**config.mk**
```make
export PLATFORM = sky130hd
export DESIGN_NAME = multicycle_control_fsm
export DESIGN_NICKNAME = d
export VERILOG_FILES = /design/src/rtl/multicycle_control_fsm.sv
export SDC_FILE = /design/constraint.sdc
export NUM_CORES = 1
export LEC_CHECK = 0
export ABC_CLOCK_PERIOD_IN_PS = 1250
export CAP_MARGIN = 20
export CORE_MARGIN = 2
export CORE_UTILIZATION = 34
export CTS_CLUSTER_DIAMETER = 120
export CTS_CLUSTER_SIZE = 30
export DETAILED_ROUTE_END_ITERATION = 8
export GPL_TIMING_DRIVEN = 0
export PLACE_DENSITY = 0.75
export SETUP_SLACK_MARGIN = 0.2
export SLEW_MARGIN = 20
export SYNTH_ARGS = -nofsm -noshare
export SYNTH_HDL_FRONTEND = slang
export SYNTH_SLANG_ARGS = --single-unit
```
**constraint.sdc**
```tcl
create_clock -name clk -period 1.25 [get_ports clk]
set_clock_uncertainty 0.05 [all_clocks]
set_input_delay 0.1875 -clock clk [delete_from_list [all_inputs] [get_ports clk]]
set_output_delay 0.1875 -clock clk [all_outputs]
set_load 0.02 [all_outputs]
```
**src/rtl/multicycle_control_fsm.sv**
```systemverilog
// Main control unit for the multicycle RV32I datapath: sequences each instruction
// through its states and drives datapath selects, write enables and the ALU code.
module multicycle_control_fsm #(
  parameter bit ILLEGAL_TRAP = 1'b1
) (
  input  logic       clk,
  input  logic       reset,
  input  logic [6:0] op,
  input  logic [2:0] funct3,
  input  logic       funct7b5,
  input  logic       Zero,
  output logic       PCWrite,
  output logic       AdrSrc,
  output logic       MemWrite,
  output logic       IRWrite,
  output logic       RegWrite,
  output logic [1:0] ResultSrc,
  output logic [1:0] ALUSrcA,
  output logic [1:0] ALUSrcB,
  output logic [1:0] ImmSrc,
  output logic [2:0] ALU_control,
  output logic       illegal_op
);

  localparam logic [6:0] OP_LW  = 7'b0000011;
  localparam logic [6:0] OP_SW  = 7'b0100011;
  localparam logic [6:0] OP_R   = 7'b0110011;
  localparam logic [6:0] OP_I   = 7'b0010011;
  localparam logic [6:0] OP_BEQ = 7'b1100011;
  localparam logic [6:0] OP_JAL = 7'b1101111;

  localparam logic [2:0] ALU_ADD = 3'b000;
  localparam logic [2:0] ALU_SUB = 3'b001;
  localparam logic [2:0] ALU_AND = 3'b010;
  localparam logic [2:0] ALU_OR  = 3'b011;
  localparam logic [2:0] ALU_SLT = 3'b101;

  typedef enum logic [3:0] {
    S_FETCH, S_DECODE, S_MEMADR, S_MEMREAD, S_MEMWB, S_MEMWRITE,
    S_EXECUTER, S_EXECUTEI, S_ALUWB, S_BEQ, S_JAL, S_TRAP
  } state_e;

  state_e state_q, state_d;

  logic       legal;
  logic       pc_update, branch;
  logic       adr_src, mem_write, ir_write, reg_write, trap;
  logic [1:0] result_src, src_a, src_b;
  logic [2:0] alu_ctl, alu_dec;

  always_ff @(posedge clk or posedge reset) begin
    if (reset) state_q <= S_FETCH;
    else       state_q <= state_d;
  end

  always_comb begin
    legal = 1'b0;
    unique case (op)
      OP_LW, OP_SW: legal = (funct3 == 3'b010);
      OP_R, OP_I:   legal = (funct3 == 3'b000) || (funct3 == 3'b010) ||
                            (funct3 == 3'b110) || (funct3 == 3'b111);
      OP_BEQ:       legal = (funct3 == 3'b000);
      OP_JAL:       legal = 1'b1;
      default:      legal = 1'b0;
    endcase
  end

  // funct7b5 selects SUB only for register-register ops; addi never subtracts.
  always_comb begin
    alu_dec = ALU_ADD;
    case (funct3)
      3'b000:  alu_dec = (op == OP_R && funct7b5) ? ALU_SUB : ALU_ADD;
      3'b010:  alu_dec = ALU_SLT;
      3'b110:  alu_dec = ALU_OR;
      3'b111:  alu_dec = ALU_AND;
      default: alu_dec = ALU_ADD;
    endcase
  end

  always_comb begin
    state_d    = state_q;
    pc_update  = 1'b0;
    branch     = 1'b0;
    adr_src    = 1'b0;
    mem_write  = 1'b0;
    ir_write   = 1'b0;
    reg_write  = 1'b0;
    trap       = 1'b0;
    result_src = 2'b00;
    src_a      = 2'b00;
    src_b      = 2'b00;
    alu_ctl    = ALU_ADD;
    unique case (state_q)
      S_FETCH: begin
        ir_write   = 1'b1;
        src_b      = 2'b10;
        result_src = 2'b10;
        pc_update  = 1'b1;
        state_d    = S_DECODE;
      end
      S_DECODE: begin
        src_a = 2'b01;
        src_b = 2'b01;
        if (!legal) begin
          state_d = ILLEGAL_TRAP ? S_TRAP : S_FETCH;
        end else begin
          unique case (op)
            OP_LW, OP_SW: state_d = S_MEMADR;
            OP_R:         state_d = S_EXECUTER;
            OP_I:         state_d = S_EXECUTEI;
            OP_BEQ:       state_d = S_BEQ;
            default:      state_d = S_JAL;
          endcase
        end
      end
      S_MEMADR: begin
        src_a   = 2'b10;
        src_b   = 2'b01;
        state_d = (op == OP_LW) ? S_MEMREAD : S_MEMWRITE;
      end
      S_MEMREAD: begin
        adr_src = 1'b1;
        state_d = S_MEMWB;
      end
      S_MEMWB: begin
        result_src = 2'b01;
        reg_write  = 1'b1;
        state_d    = S_FETCH;
      end
      S_MEMWRITE: begin
        adr_src   = 1'b1;
        mem_write = 1'b1;
        state_d   = S_FETCH;
      end
      S_EXECUTER: begin
        src_a   = 2'b10;
        alu_ctl = alu_dec;
        state_d = S_ALUWB;
      end
      S_EXECUTEI: begin
        src_a   = 2'b10;
        src_b   = 2'b01;
        alu_ctl = alu_dec;
        state_d = S_ALUWB;
      end
      S_ALUWB: begin
        reg_write = 1'b1;
        state_d   = S_FETCH;
      end
      S_BEQ: begin
        src_a   = 2'b10;
        alu_ctl = ALU_SUB;
        branch  = 1'b1;
        state_d = S_FETCH;
      end
      S_JAL: begin
        src_a     = 2'b01;
        src_b     = 2'b10;
        pc_update = 1'b1;
        state_d   = S_ALUWB;
      end
      S_TRAP: begin
        trap    = 1'b1;
        state_d = S_TRAP;
      end
      default: state_d = S_FETCH;
    endcase
  end

  always_comb begin
    unique case (op)
      OP_SW:   ImmSrc = 2'b01;
      OP_BEQ:  ImmSrc = 2'b10;
      OP_JAL:  ImmSrc = 2'b11;
      default: ImmSrc = 2'b00;
    endcase
  end

  // Reset forces the enables low directly so nothing writes while the state register is held.
  assign PCWrite     = ~reset & (pc_update | (branch & Zero));
  assign MemWrite    = ~reset & mem_write;
  assign IRWrite     = ~reset & ir_write;
  assign RegWrite    = ~reset & reg_write;
  assign illegal_op  = ~reset & trap;
  assign AdrSrc      = adr_src;
  assign ResultSrc   = result_src;
  assign ALUSrcA     = src_a;
  assign ALUSrcB     = src_b;
  assign ALU_control = alu_ctl;

endmodule

```
Yosys cells after proc, flatten, opt, wreduce, memory -nomap -nowiden. Index checks and enable logic that the tools add are counted.

Mux-type cells: 19. Bitwise operators: 8. Reduce and logical (&&, ||, !) cells: 16. Equal/unequal tests: 20.

Operators with widths (count): 4-bit one-hot mux with 6 select lines (1); 4-bit by 3-bit == test with 1-bit output (second input constant) (4); 4-bit == test (second input constant) (4); 4-bit one-hot mux with 4 select lines (1); 7-bit by 6-bit == test with 1-bit output (second input constant) (2); 7-bit == test (second input constant) (2); 2-bit OR reduction (7); 2-bit one-hot mux with 2 select lines (3); 3-bit one-hot mux with 4 select lines (1); 4-bit by 2-bit == test with 1-bit output (second input constant) (2); 1-bit two-way mux (8); 7-bit by 2-bit == test with 1-bit output (second input constant) (1); 7-bit by 5-bit == test with 1-bit output (second input constant) (1); 1-bit bitwise AND (6); 3-bit == test (second input constant) (2); 2-bit one-hot mux with 3 select lines (1); 3-bit one-hot mux with 2 select lines (1); 3-bit OR reduction (2); 4-bit by 1-bit == test with 1-bit output (second input constant) (1); 4-bit logical NOT (1); 4-bit two-way mux (1); 1-bit one-hot mux with 4 select lines (1); 4-bit OR reduction (1); 3-bit by 2-bit == test with 1-bit output (second input constant) (1); other kinds (6) (8).

Bits in registers: 4. Logic and storage cells: 64.

Longest topological paths before layout.
Depth in word-level cells: 7. Gate-level depth with buffers: 5. Mapped depth without buffers: 4.

Worst setup path before layout. No wires, ideal clock.

Path type: reg2out. From: register state_q[0]. To: output port MemWrite. Arrival time: 1499 ps. Stages on the path, launching flop included: 4. Slack: -487 ps. Buffers on the path: 1. Cells stage by stage: dfrtp_1 clkbuf_1 inv_1 nor4_1.

Word-level cells in the longest chain between the ends: 3.

Ends and longest elaborated chain: from (decl) (line 43) `state_e state_q, state_d;`; from (signal assigned) (line 53) `else state_q <= state_d;`; 4-bit by 3-bit == test with 1-bit output (line 93) `unique case (state_q)`; 1-bit two-way mux (line 93); 1-bit bitwise AND (line 181) `assign MemWrite = ~reset & mem_write;`; to (decl) (line 14) `output logic MemWrite,`.

No other way between the ends.

Worst setup path in the final report.
From: register state_q[1]. To: output port ALU_control[0].

Word-level cells in the longest chain between the ends: 3. Elaborated cells on any way between the ends: 5.

Ends and longest elaborated chain: 4-bit by 3-bit == test with 1-bit output (line 93); 2-bit OR reduction (no source line); 3-bit one-hot mux with 2 select lines (*) (line 93); to (decl) (line 21) `output logic [2:0] ALU_control,`.

Every way passes the cells marked *; elsewhere a longest branch is shown, timed or not.

==> results_tabular.tex <==
\begin{tabular}{lr}
\hline
Metric & Value \\
\hline
\multicolumn{2}{l}{\textbf{Outcome}} \\
Run status & finished with violations \\
Violations in the final reports & setup timing \\
\multicolumn{2}{l}{\textbf{STA}} \\
Peak clock frequency supported by timing & 521.2 MHz \\
Min Tclk post-route & 1.919 ns \\
Unrepaired setup endpoints after global routing & true \\
Number of pins exceeding their max-slew limit in the final report & 0 \\
Relative slew margins & 77.91\% \\
Worst Max-Slew Pin Slew & 0.3313 ns \\
Part of the cycle the worst path needs & 153.5\% \\
Final setup violation count & 19 \\
Final count of hold timing violations & 0 \\
Setup slack of the critical path after layout & -0.6686 ns \\
Hold\_ws & between 0.06 and 0.07 ns \\
\multicolumn{2}{l}{\textbf{Clock tree}} \\
Number of buffers created by CTS & 3 \\
Clock transition at the registers of the reported paths & 0.04 ns \\
CTS H-Tree Depth & 1 \\
Number of clock sinks seen by CTS & 4 \\
CTS max path bufs & 2 \\
TritonCTS clock tree & built \\
Clk Tree Root Cell & clkbuf\_4 \\
CTS Hold Bufs & 0 \\
Insertion delay to the later sink of the worst-skew pair & 0.23 ns \\
\multicolumn{2}{l}{\textbf{Routing}} \\
Starting DRC count in detailed routing & 37 \\
Iteration count of the initial detailed-routing pass & 4 \\
Number of DRC violations after detailed routing & 0 \\
Post-detailed-route wirelength per cell & 17.45 µm \\
Remaining number of nets flagged by the antenna check after routing & 0 \\
Via Count & 959 \\
Number of vias per cell after detailed routing & between 6 and 7 \\
Wire length after detailed routing & 2722 µm \\
\multicolumn{2}{l}{\textbf{GRT}} \\
Initial antenna violation count & 0 \\
Global-route wire length before repair & between 3000 and 4000 µm \\
Global-route congestion overflow total & 0 \\
Aggregate global-route resource usage & 25.48\% \\
Number of global-route vias before repair & 893 \\
Pin count of the biggest net entering global routing & 11 \\
\multicolumn{2}{l}{\textbf{Synth}} \\
Number of synthesis warnings & 0 \\
Synthesized area divided by synthesized cell count & 6.688 µm² \\
Share of the yosys chip area belonging to registers & 17.82\% \\
Flip-flop and latch count after synthesis & 4 \\
Synthesized netlist cell count & 84 \\
Mapped Nets & 98 \\
Distinct cell type count of the synthesized netlist & 36 \\
Netlist Area Pre-Place & between 500 and 600 µm² \\
\multicolumn{2}{l}{\textbf{Layout}} \\
Register ranked first by flip-flop count & state\_q \\
Post-route core utilization & 88.10\% \\
Ratio of cells with drive above 1 in the final layout & 65.00\% \\
Area growth from synthesis to final layout & 139.0\% \\
Number of flip-flops under the largest register name & 4 \\
Number of cells in the finished layout apart from fillers & about 160 \\
Final net count & around 160 \\
Total of fill cells in the finished design & 71 \\
Count of antenna diodes in the layout & 0 \\
Largest registers & state\_q x4 \\
Post-route design area & 1343 µm² \\
\multicolumn{2}{l}{\textbf{Worst setup path}} \\
WS Path Type & reg2out \\
CP Launch Type & flip-flop \\
Critical path required time & 1.01 ns \\
Number of cells traversed by the worst register-to-register path & 4 \\
Maximum fanout count along the critical path & 5 \\
Endpoint kind of the worst setup timing path & output pin \\
Arrival time of the worst setup path & 1.68 ns \\
\multicolumn{2}{l}{\textbf{Placed design}} \\
Number of I/O port buffers & 30 \\
Total half-perimeter wirelength after legalization and detailed placement & 1423 µm \\
Number of placed instances, taps included & 130 \\
Setup WS pre-CTS & -0.9727 ns \\
Last weighted congestion value of the routability-driven placer & between 0.8 and 0.9 \\
Placed standard-cell area & about 1000 µm² \\
\multicolumn{2}{l}{\textbf{Job}} \\
Max-cap violations & 0 \\
\multicolumn{2}{l}{\textbf{Pwr}} \\
Leakage & approximately 0.59 nW \\
Power Dens Cells & 2235 nW/µm² \\
Worst voltage drop across the vdd grid & between 0.0015 and 0.002 V \\
\multicolumn{2}{l}{\textbf{Die}} \\
Horiz. Die Dim & approximately 45 µm \\
Die footprint & roughly 2000 µm² \\
Row cnt & 14 \\
Initial cell density of the core & between 30\% and 40\% \\
Height of the chip & approximately 45 µm \\
I/O pin count & 31 \\
Core ar. & 1524 µm² \\
\multicolumn{2}{l}{\textbf{Worst hold path}} \\
Min-Delay Path Class & in2async \\
\hline
\end{tabular}
==> kinds of logic (layout without fill, tap and decap cells) <==
logic type	count (synthesis)	in the layout	share of synthesized area, %
compound gates	20	20	21.61
simple gates	50	50	51.67
buf+inv	8	64	5.790
xor+xnor	2	2	3.119
flops	4	4	17.82
==> worst max-delay path: stages (launching register included) <==
cell        delay (ns)
dfrtp_1           0.42
buf_6             0.16
clkinvlp_4        0.17
nor2_4            0.20
nand4_1           0.17
nand3b_1          0.19
buf_6             0.14
==> power by group <==
group	total [W]	leakage, nW	switching, W	internal (W)
sequential	0.000256	0.0507	0.0000669	0.000189
combinational	0.00259	0.527	0.00130	0.00130
clock	0.000152	0.0138	0.0000448	0.000107
==> synth_stat cells <==
cell type | instances | area share (%)
a21o_1 | 2 | 2.7
a21oi_1 | 6 | 5.3
a31oi_1 | 3 | 3.3
and2_1 | 1 | 1.1
and2b_1 | 1 | 1.3
and3_1 | 3 | 3.3
and4_1 | 2 | 3.1
and4b_1 | 1 | 1.8
and4bb_2 | 1 | 2.2
buf_2 | 2 | 1.8
clkbuf_1 | 3 | 2.0
dfrtp_1 | 4 | 18
inv_1 | 3 | 2.0
nand2_1 | 7 | 4.7
nand2b_1 | 2 | 2.2
nand3_1 | 3 | 2.7
nand3b_1 | 2 | 2.7
nand4_1 | 1 | 1.1
nand4b_1 | 1 | 1.6
nor2_1 | 11 | 7.3
nor2b_1 | 2 | 2.2
nor3_1 | 5 | 4.5
nor4_1 | 2 | 2.2
nor4b_1 | 1 | 1.6
nor4bb_1 | 1 | 1.8
o211ai_1 | 1 | 1.3
o21ai_0 | 4 | 3.6
o21bai_1 | 1 | 1.3
o22ai_1 | 1 | 1.1
o2bb2ai_1 | 1 | 1.6
o31ai_1 | 1 | 1.3
or2_1 | 1 | 1.1
or2_2 | 1 | 1.1
or4_4 | 1 | 2.0
xnor2_1 | 1 | 1.6
xor2_1 | 1 | 1.6
==> final cells by class <==
class                           instances  area (µm²)  share of cell area (%)
Buffer                                  5       63.81                   4.753
Clock buffer                            3       22.52                   1.678
Inverter                                3       17.52                   1.305
Multi-Input combinational cell         72       613.1                   45.67
Sequential cell                         4       100.1                   7.456
Tap cell                               16       20.02                   1.491
Timing Repair Buffer                   53       505.5                   37.65
==> placed cells by master (no fill, tap or decap), types with 2 or more instances in the layout <==
cell / instances
dlygate4sd2_1: 4
nor3_2: 3
nor3_4: 2
buf_12: 3
clkbuf_8: 3
and4_4: 2
buf_6: 18
nor2_1: 5
buf_2: 2
clkdlybuf4s15_2: 2
nor2_2: 3
a21oi_2: 3
clkdlybuf4s50_1: 2
nor2_4: 3
nand3_1: 3
and3_4: 2
nand3b_1: 2
a31oi_1: 3
nand2_1: 5
buf_4: 23
nor4_4: 2
o21ai_2: 2
a21o_1: 2
or2_4: 2
a21oi_1: 3
dfrtp_1: 4
clkbuf_4: 3
==> worst paths after layout <==
path                            start        endpoint  slack, ns
setup / recovery           state_q[1]  ALU_control[0]      -0.67
hold / removal                  reset      state_q[1]       0.06
setup reg to reg           state_q[1]      state_q[2]      -0.20
hold reg to reg            state_q[2]      state_q[2]       0.71
max in group asynchronous       reset      state_q[2]       0.94
min in group clk                op[5]      state_q[2]       0.25
==> through the flow <==
stage                     total power [W]  TNS, ns
final                            0.003000   -7.660
after CTS                        0.002517   -5.211
after global routing             0.003129   -8.436
after floorplan                  0.001407  -0.3253
after global placement           0.001949   -13.05
after detailed placement         0.001958   -13.11
==> routing by layer <==
metal | vias to the layer above | wire (µm) | GRT usage [%]
met4 | 0 | 102 | 11.52
met1 | 447 | 930 | 28.99
met2 | 76 | 1462 | 46.67
li1 | 424 | - | -
met3 | 12 | 226 | 2.857
met5 | - | 0 | 0
==> repair_timing <==
action | 4_1_cts | 5_1_grt
endpoints found under the setup margin | 21 | 21
pin swaps | 9 | 13
resized for setup | 142 | 18
cloned | 1 | 0
setup buffers | 15 | 7
hold endpoints to repair | 0 | 0
Power figures use the tool's default switching activity.
